<file path="src/rtl/seq_detect_ctrl.sv">
// Run controller for a serial pattern detector: arms on start, counts pattern hits, ends on target or timeout.
// Define SEQ_CTRL_STICKY_EN to make done/timeout hold high until the next accepted start or abort.
module seq_detect_ctrl #(
    parameter int PAT_W = 5,
    parameter int CNT_W = 8,
    parameter int TMO_W = 16
) (
    input  logic             clk,
    input  logic             rst,
    input  logic             start,
    input  logic             abort,
    input  logic [PAT_W-1:0] pattern_cfg,
    input  logic             overlap,
    input  logic [CNT_W-1:0] match_target,
    input  logic [TMO_W-1:0] timeout_cyc,
    input  logic             in_valid,
    input  logic             in,
    output logic             busy,
    output logic             out,
    output logic [CNT_W-1:0] match_cnt,
    output logic             done,
    output logic             timeout
);

    localparam int BW = $clog2(PAT_W + 1);

    typedef enum logic [1:0] {IDLE, ARM, RUN, DONE} state_t;

    state_t           state, state_nxt;
    logic [PAT_W-1:0] shift_q, pat_q, shift_new;
    logic [BW-1:0]    bits_q, bits_inc;
    logic             ovl_q;
    logic [CNT_W-1:0] tgt_q, cnt_q, cnt_new;
    logic [TMO_W-1:0] tmo_q, timer_q, timer_inc;
    logic             out_q, done_q, tmo_flag_q;
    logic             hit, reach, expire, accept, end_done, end_tmo;

    // The end conditions look at the count including a hit in this cycle,
    // so a hit that lands on the timeout cycle can still finish the run.
    assign shift_new = {shift_q[PAT_W-2:0], in};
    assign bits_inc  = (bits_q == BW'(PAT_W)) ? bits_q : bits_q + 1'b1;
    assign hit       = (state == RUN) && in_valid && (bits_inc == BW'(PAT_W)) && (shift_new == pat_q);
    assign cnt_new   = (hit && (cnt_q != '1)) ? cnt_q + 1'b1 : cnt_q;
    assign timer_inc = timer_q + 1'b1;
    assign reach     = (cnt_new >= tgt_q);
    assign expire    = (tmo_q != '0) && (timer_inc == tmo_q);
    assign accept    = (state == IDLE) && start && !abort;

    always_ff @(posedge clk or negedge rst) begin
        if (!rst) begin
            state <= IDLE;
        end else begin
            state <= state_nxt;
        end
    end

    always_comb begin
        state_nxt = state;
        end_done  = 1'b0;
        end_tmo   = 1'b0;
        case (state)
            IDLE: begin
                if (accept) begin
                    state_nxt = ARM;
                end
            end
            ARM: begin
                if (abort) begin
                    state_nxt = IDLE;
                end else if (match_target == '0) begin
                    state_nxt = DONE;
                    end_done  = 1'b1;
                end else begin
                    state_nxt = RUN;
                end
            end
            RUN: begin
                if (abort) begin
                    state_nxt = IDLE;
                end else if (reach) begin
                    state_nxt = DONE;
                    end_done  = 1'b1;
                end else if (expire) begin
                    state_nxt = DONE;
                    end_tmo   = 1'b1;
                end
            end
            DONE: begin
                state_nxt = IDLE;
            end
            default: begin
                state_nxt = IDLE;
            end
        endcase
    end

    always_ff @(posedge clk or negedge rst) begin
        if (!rst) begin
            pat_q   <= '0;
            ovl_q   <= 1'b0;
            tgt_q   <= '0;
            tmo_q   <= '0;
            shift_q <= '0;
            bits_q  <= '0;
            cnt_q   <= '0;
            timer_q <= '0;
            out_q   <= 1'b0;
        end else begin
            out_q <= hit && !abort;
            if (state == ARM) begin
                pat_q   <= pattern_cfg;
                ovl_q   <= overlap;
                tgt_q   <= match_target;
                tmo_q   <= timeout_cyc;
                shift_q <= '0;
                bits_q  <= '0;
                cnt_q   <= '0;
                timer_q <= '0;
            end else if ((state == RUN) && !abort) begin
                timer_q <= timer_inc;
                cnt_q   <= cnt_new;
                if (in_valid) begin
                    shift_q <= shift_new;
                    // Non-overlapping mode forgets the history so the next hit needs a full fresh pattern.
                    bits_q  <= (hit && !ovl_q) ? '0 : bits_inc;
                end
            end
        end
    end

    always_ff @(posedge clk or negedge rst) begin
        if (!rst) begin
            done_q     <= 1'b0;
            tmo_flag_q <= 1'b0;
        end else begin
`ifdef SEQ_CTRL_STICKY_EN
            if (accept || abort) begin
                done_q     <= 1'b0;
                tmo_flag_q <= 1'b0;
            end
            if (end_done) begin
                done_q <= 1'b1;
            end
            if (end_tmo) begin
                tmo_flag_q <= 1'b1;
            end
`else
            done_q     <= end_done;
            tmo_flag_q <= end_tmo;
`endif
        end
    end

    assign busy      = (state == ARM) || (state == RUN);
    assign out       = out_q;
    assign match_cnt = cnt_q;
    assign done      = done_q;
    assign timeout   = tmo_flag_q;

endmodule

</file>
<file path="config.mk">
export PLATFORM = sky130hd
export DESIGN_NAME = seq_detect_ctrl
export DESIGN_NICKNAME = d
export VERILOG_FILES = /design/src/rtl/seq_detect_ctrl.sv
export SDC_FILE = /design/constraint.sdc
export NUM_CORES = 1
export LEC_CHECK = 0
export BUFFER_PORTS_ARGS = -buffer_cell sky130_fd_sc_hd__buf_2
export CAP_MARGIN = 20
export CORE_UTILIZATION = 50
export CTS_CLUSTER_SIZE = 24
export DETAILED_ROUTE_END_ITERATION = 10
export PLACE_DENSITY = 0.7
export REMOVE_ABC_BUFFERS = 1
export SLEW_MARGIN = 10
export SYNTH_ARGS = -nofsm -noshare
export SYNTH_HDL_FRONTEND = slang
export SYNTH_SLANG_ARGS = --single-unit
</file>
<file path="constraint.sdc">
create_clock -name clk -period 11.1 [get_ports clk]
set_clock_uncertainty 0.1 [all_clocks]
set_input_delay 2.775 -clock clk [delete_from_list [all_inputs] [get_ports clk]]
set_output_delay 2.775 -clock clk [all_outputs]
set_load 0.02 [all_outputs]
</file>
==> flow_summary.ini, run 1 <==
[die]
rows = 31
design.die.area_um2 = 8160
design.core.area_um2 = 7410
io_count = 48
floorplan.initialDensity = 0.527
floorplan.die.height_um = 90.4
floorplan.die.width_um = 90.4

[cts]
cts_tree = yes
cts.htree.levels = 3
cts-buffers-inserted = 9
root_buffer = clkbuf_8
clkLatencyLatePin_ns = 0.35
cts-hold-fix-buffers = 0
postCtsResizedCells = 0
worst_path_clk_slew_ns = 0.07
clock_path_buffers = 2
postCtsSetupBuffers = 0
clkSinkCount = 66

[yosys]
share_of_the_synthesized_area_in_the_top_cell_type = 0.423
synthesized_flop_and_latch_total = 66
yosys-top-cells-count = dfrtp_1 (66), nand2_1 (38), nor2_1 (29)
dominant_cells_by_area_after_synthesis = dfrtp_1 (42%), mux2_2 (7.2%), xnor2_1 (5.6%)
netlist_area_um2 = 3900
synth_edf_count = 0
syn-mean-instance-area_um2 = 9.83
yosys.cell_types.count = 57
synthDominantAreaCellType = dfrtp_1
synth-seq-area-share = 0.423
synth_async_sr_flop_share = 1.00
synthesized_netlist_cell_count = 397
synthFlopType = dfrtp_1
ys_warn_count = 0
synth_most_common_cell = dfrtp_1

[min_path]
min-delay-start = tgt_q[0]
worst_hold_path_type = reg -> reg
holdPathEnd = tgt_q[0]
hold_depth = 1

[run_status]
outcome = completed

[detailed_routing]
drt_wl_total_um = 7820
drtIter0Drc = 102
avgViaCountPerCell = 5.54
drcViolationCount = 0
wl_per_cell_um = 14.4
detailroute.via_count = 3007
drt-pass1-iter-count = 4
antenna_left = 0

[sta]
remaining_max_slew_budget_at_the_tightest_pin = 0.458
report.final.setup_viol = 0
final_hold_viol_count = 0
fmax_mhz = 179
timing.final.max_slew_violations = 0
grt_setup_unrepaired = false
finalWorstPathRequiredPeriod_ns = 5.58
finalCritPeriodShare = 0.503
timing.setup.tns_ns = 0
tightest_slew_ns = 0.813

[global_routing]
grt_use_total = 0.214
grt_pass1_vias = 3076
antenna_found_initial = 0
grt_first_pass_wirelength_um = 14000
globalRoute.totalOverflow = 0
largest_net_degree_at_the_start_of_global_routing = 67

[cells_and_area]
antenna-diode-count = 0
fill_cells = 652
final_net_count = 491
syn2layout_area_growth_pct = 12.4
drive_above_1_share = 0.236

[worst_setup_path]
rr_worst_depth = 14
worst-r2r-setup-slack_ns = 7.11
r2r_start = bits_q[0]
critPathCaptureType = register
critical_path.reg2reg.endpoint = state[0]
critical_path_required_ns = 11.23
timing.critical_path.fanout_max = 5
crit_path_start_kind = primary input
critPathKind = in -> reg
worst-endpoint-arrival_ns = 5.71

[pwr]
total_power_uw = 864
power.density_nw_per_um2 = 197
power.ir.vdd_worst_v = 0.000123
power_leakage_uw = 0.00190

[place]
hpwl_um = 5630
gp_congestion = 0.820
io_buffer_count = 47

[flow_run]
max-cap-violations = 0
how the worst max path moves through the flow:
stage,end,startpoint
floorplan,state[0],in
global placement,state[0],in
detailed placement,state[0],in
CTS,state[0],in
global route,state[0],in
finish,state[0],in
metrics by stage:
stage | area, um2 | utilization | std cells | setup slack [ns] | hold WS [ns]
after floorplan | 3800 | - | 377 | 5.62 | 0.374
after global placement | 4190 | 0.566 | 527 | 5.30 | 0.398
after detailed placement | 4190 | 0.566 | 527 | 5.17 | 0.419
after CTS | 4390 | 0.592 | 543 | 5.55 | 0.436
after global routing | 4390 | 0.592 | 543 | 5.22 | 0.452
final | 4390 | 0.592 | 543 | 5.52 | 0.430
registers in the layout (all words and copies together) (netlist names):
name,count
timer_q,16
tgt_q,8
tmo_q,16
ovl_q,1
out,1
state,2
pat_q,5
done,1
match_cnt,8
bits_q,3
timeout,1
shift_q,4
report_power, final:
part           total, uW  leakage [uW]  internal (uW)  switching, uW
Sequential           356      0.000855            303           53.5
Combinational        307      0.000939            144            162
Clock                201      0.000103            109           91.6
per-layer routing:
layer	wire, um	global-route usage	part of all wire	up-vias
li1	-	-	-	1495
met1	3550	0.260	0.45	1444
met2	3780	0.354	0.48	53
met3	331	0.0657	0.042	15
met4	157	0.0847	0.020	0
met5	0	0	0	-
cell type report:
class | count | area, um2 | share of cell area
Clock buffer | 11 | 141 | 0.0322
Clock inverter | 5 | 53.8 | 0.0123
Inverter | 14 | 52.6 | 0.0120
Multi-Input combinational cell | 297 | 2100 | 0.479
Sequential cell | 66 | 1650 | 0.376
Tap cell | 99 | 124 | 0.0282
Timing Repair Buffer | 51 | 265 | 0.0604
kinds of logic (layout without fill, tap and decap cells):
family,after synthesis,in the layout,synth area share
xor gates and xnor gates,42,42,0.0942
DFF,66,66,0.423
AOI/OAI and AO/OA,71,71,0.119
and+or+nand+nor,141,141,0.196
adders and majority gates,16,16,0.0513
muxes,27,27,0.0772
buffers and inverters,34,81,0.0394
layout by cell type, fill, tap and decap left out, types with 7 or more instances in the layout:
master     n
nor3_1     7
nor4_1     9
buf_2     47
ha_1      15
xnor2_1   25
nor2_1    29
nand3_1   11
nand4_1    8
mux2_2    25
xor2_1    17
o21ai_0   25
nand2_1   38
inv_1     14
clkbuf_8  10
dfrtp_1   66
or3_1      9
a21oi_1   19
critical path, cell delays in order:
cell,delay (ns)
buf_2,0.11
xnor2_1,0.13
and3_1,0.17
o2111ai_1,0.26
a2111oi_1,0.62
nand2_1,0.15
xnor2_1,0.16
ha_1,0.32
a21o_1,0.19
a21oi_1,0.14
o211ai_1,0.11
a21oi_1,0.24
a32oi_1,0.17
a2bb2oi_1,0.16
No activity file was read; power rests on OpenSTA's default activity.
==> inputs of run 2 (changes only) <==
- ABC_AREA: default -> 1
- PLACE_DENSITY: 0.7 -> 0.73
- clock period: 11.1 -> 4.57 ns (I/O delays scaled with it)
==> run 2 against run 1 <==
Cell count increased by 28%. Combinational power increased by 140%. First-iteration DRC count grew to 2.8 times the previous value. Routed wire length up 17%. Synthesized cell count increased by 35%. Sequential share of layout area down 0.83 points. Critical endpoint unchanged.
==> flow_summary.ini, run 2 <==
[cells_and_area]
final_net_count = 638
layout.cell_area.non_filler_um2 = 4490
final_cell_mix = nand2_1 (162), inv_1 (75), dfrtp_1 (66)
mostFrequentLayoutCell = nand2_1
reg_top3 = timer_q: 16 flops, tmo_q: 16 flops
antenna-diode-count = 0
syn2layout_area_growth_pct = 13.8
drive_above_1_share = 0.140
post_layout_nonfiller_instances = 693

[yosys]
synthSimpleGateAreaFrac = 0.309
netlist_area_um2 = 3940
synth_async_sr_flop_share = 1.00
yosys.cell_types.count = 33
synthesized_flop_and_latch_total = 66
share_of_the_synthesized_area_in_the_top_cell_type = 0.419
synthesized_netlist_cell_count = 537
ys_warn_count = 0
synth-adder-area-share = 0.0508
post_synth_xor_area_fraction = 0.0301
synth_edf_count = 0
largest_family_of_logic_cells_by_synthesized_area = simple AND/OR/NAND/NOR gates
synthFlopType = dfrtp_1
syn-mean-instance-area_um2 = 7.34
synthDominantAreaCellType = dfrtp_1
dominant_cells_by_area_after_synthesis = dfrtp_1 (42%), nand2_1 (15%), inv_1 (7.1%)
synth_most_common_cell = nand2_1
synth-seq-area-share = 0.419
synth_mux_area_frac = 0
yosys-top-cells-count = nand2_1 (162), inv_1 (75), dfrtp_1 (66), nand3_1 (49), o21ai_0 (44)
synth_compound_gate_area_share = 0.105

[die]
floorplan.initialDensity = 0.513
floorplan.die.height_um = 90.8
floorplan.die.width_um = 90.8
rows = 32
design.die.area_um2 = 8250
design.core.area_um2 = 7690
io_count = 48

[worst_setup_path]
critPathCaptureType = register
critPathKind = in -> reg
worst_setup_path_startpoint = in
worst-r2r-setup-slack_ns = 1.37
cp.buffers_inverters = 2
worst-endpoint-arrival_ns = 3.51
timing.critical_path.to = state[0]
critical_path.cell_chain = buf_2, xor2_1, nor4_1, nand2_1, inv_2, nand2_2, nand2_1, nand2_1, ha_1, a21oi_1, o21ai_0, nand2_1, o2111ai_1, nor2_1, nand2_2, nand2_1, nand2_1, nand2_1
crit_top_cell = nand2_1
worstSetupPathDepth = 18
crit_path_start_kind = primary input
timing.critical_path.fanout_max = 9
timing.critical_path.slowest_cell_delay_ns = 0.31
slowest_stage_cell_crit_path = ha_1
r2r_start = bits_q[1]
critical_path_required_ns = 4.76
worst_path_dominant_cell_family = simple AND/OR/NAND/NOR gates
rr_worst_depth = 20
critical_path.reg2reg.endpoint = state[0]

[run_status]
outcome = completed

[cts]
clkSinkCount = 66
worst_path_clk_slew_ns = 0.07
root_buffer = clkbuf_8
postCtsSetupBuffers = 0
clock_path_buffers = 2
cts_tree = yes
cts.htree.levels = 3
clkLatencyLatePin_ns = 0.35
postCtsResizedCells = 0
cts-buffers-inserted = 9
cts-hold-fix-buffers = 0

[min_path]
worst_hold_path_type = reg -> reg

[detailed_routing]
drt_wl_total_um = 9150
avgViaCountPerCell = 5.22
wl_met3_um = 503
antenna_left = 0
wl_per_cell_um = 13.2
detailroute.via_count = 3616
drt-met1-wl_um = 4390
drtIter0Drc = 283
drt-pass1-iter-count = 5
drcViolationCount = 0
highest_layer_used_for_signal_routing = met4
routed-wl-met2_um = 4140

[sta]
finalCritPeriodShare = 0.727
grt_setup_unrepaired = false
timing.final.max_slew_violations = 0
finalWorstPathRequiredPeriod_ns = 3.32
remaining_max_slew_budget_at_the_tightest_pin = 0.412
fmax_mhz = 301
report.final.setup_viol = 0
timing.setup.tns_ns = 0
tightest_slew_ns = 0.881
final_hold_viol_count = 0
final_critical_path_setup_slack_ns = 1.25

[place]
detailed_place.area_um2 = 4280
gp_congestion = 0.908
io_buffer_count = 47
placement.setup.worst_slack_ns = 0.966
dpl.cell_count = 677
hpwl_um = 6740

[global_routing]
globalRoute.totalOverflow = 0
antenna_found_initial = 0
grt_pass1_vias = 3449
grt_first_pass_wirelength_um = 16000
grt_use_total = 0.244
largest_net_degree_at_the_start_of_global_routing = 53

[pwr]
power.density_nw_per_um2 = 462
total_power_uw = 2080
power.ir.vdd_worst_v = 0.000261
power_leakage_uw = 0.00227

[flow_run]
max-cap-violations = 0
## run 2: cell types whose count changed in the layout (fill, tap and decap cells not counted), sizes merged, moves of 7 or more
cell / change
o21ai: +21
o22ai: +18
nand3: +37
xor2: -7
nand2: +129
xnor2: -24
or3: -9
a21oi: -12
inv: +65
mux2: -25
nor2: +7
## run 2: metrics by stage
stage / util / hold WS (ns)
global route: 0.584 / 0.431
detailed placement: 0.557 / 0.382
floorplan: - / 0.337
finish: 0.584 / 0.391
CTS: 0.584 / 0.400
global placement: 0.557 / 0.377
## run 2: cell families (layout without fill, tap and decap cells)
family | count (synthesis) | after routing
AOI/OAI and AO/OA | 75 | 75
xor gates and xnor gates | 12 | 12
adders and majority gates | 16 | 16
buffers and inverters | 91 | 145
DFF | 66 | 66
and+or+nand+nor | 277 | 277
## run 2: worst min path at each step
stage | startpoint | endpoint | slack [ns] | cells after the start
6_report | ovl_q | ovl_q | 0.39 | 2
5_1_grt | ovl_q | ovl_q | 0.43 | 2
4_1_cts | pat_q[0] | pat_q[0] | 0.40 | 2
3_5_place_dp | pat_q[0] | pat_q[0] | 0.38 | 2
3_3_place_gp | ovl_q | ovl_q | 0.38 | 2
2_1_floorplan | ovl_q | ovl_q | 0.34 | 2
## run 2: where the power goes
group	switching (uW)	total, uW	internal, uW
Clock	228	509	281
Combinational	501	743	242
Sequential	89.9	823	733
Total	819	2080	1260
## run 2: layout make-up
cell class / instances / area [um2]
Sequential cell: 66 / 1650
Inverter: 80 / 300
Clock inverter: 4 / 50.0
Multi-Input combinational cell: 380 / 1950
Timing Repair Buffer: 49 / 250
Clock buffer: 12 / 155
Tap cell: 102 / 128
Fill cell: 737 / 3200
## run 2: layer usage
metal,vias up,global-route usage
li1,1843,-
met1,1650,0.337
met2,114,0.387
met3,9,0.0488
met4,0,0.0780
met5,-,0
## run 2: worst register-to-register path, cell delays in order, from the launching register on
cell and delay (ns):
dfrtp_1 0.40, inv_1 0.08, ha_1 0.14, nand2_1 0.11, xor2_1 0.19, nor4_2 0.27
nand2_1 0.17, inv_2 0.17, nand2_2 0.13, nand2_1 0.09, nand2_1 0.09, ha_1 0.31
a21oi_1 0.17, o21ai_0 0.10, nand2_1 0.07, o2111ai_1 0.13, nor2_1 0.18, nand2_2 0.09
nand2_1 0.08, nand2_1 0.05, nand2_1 0.06
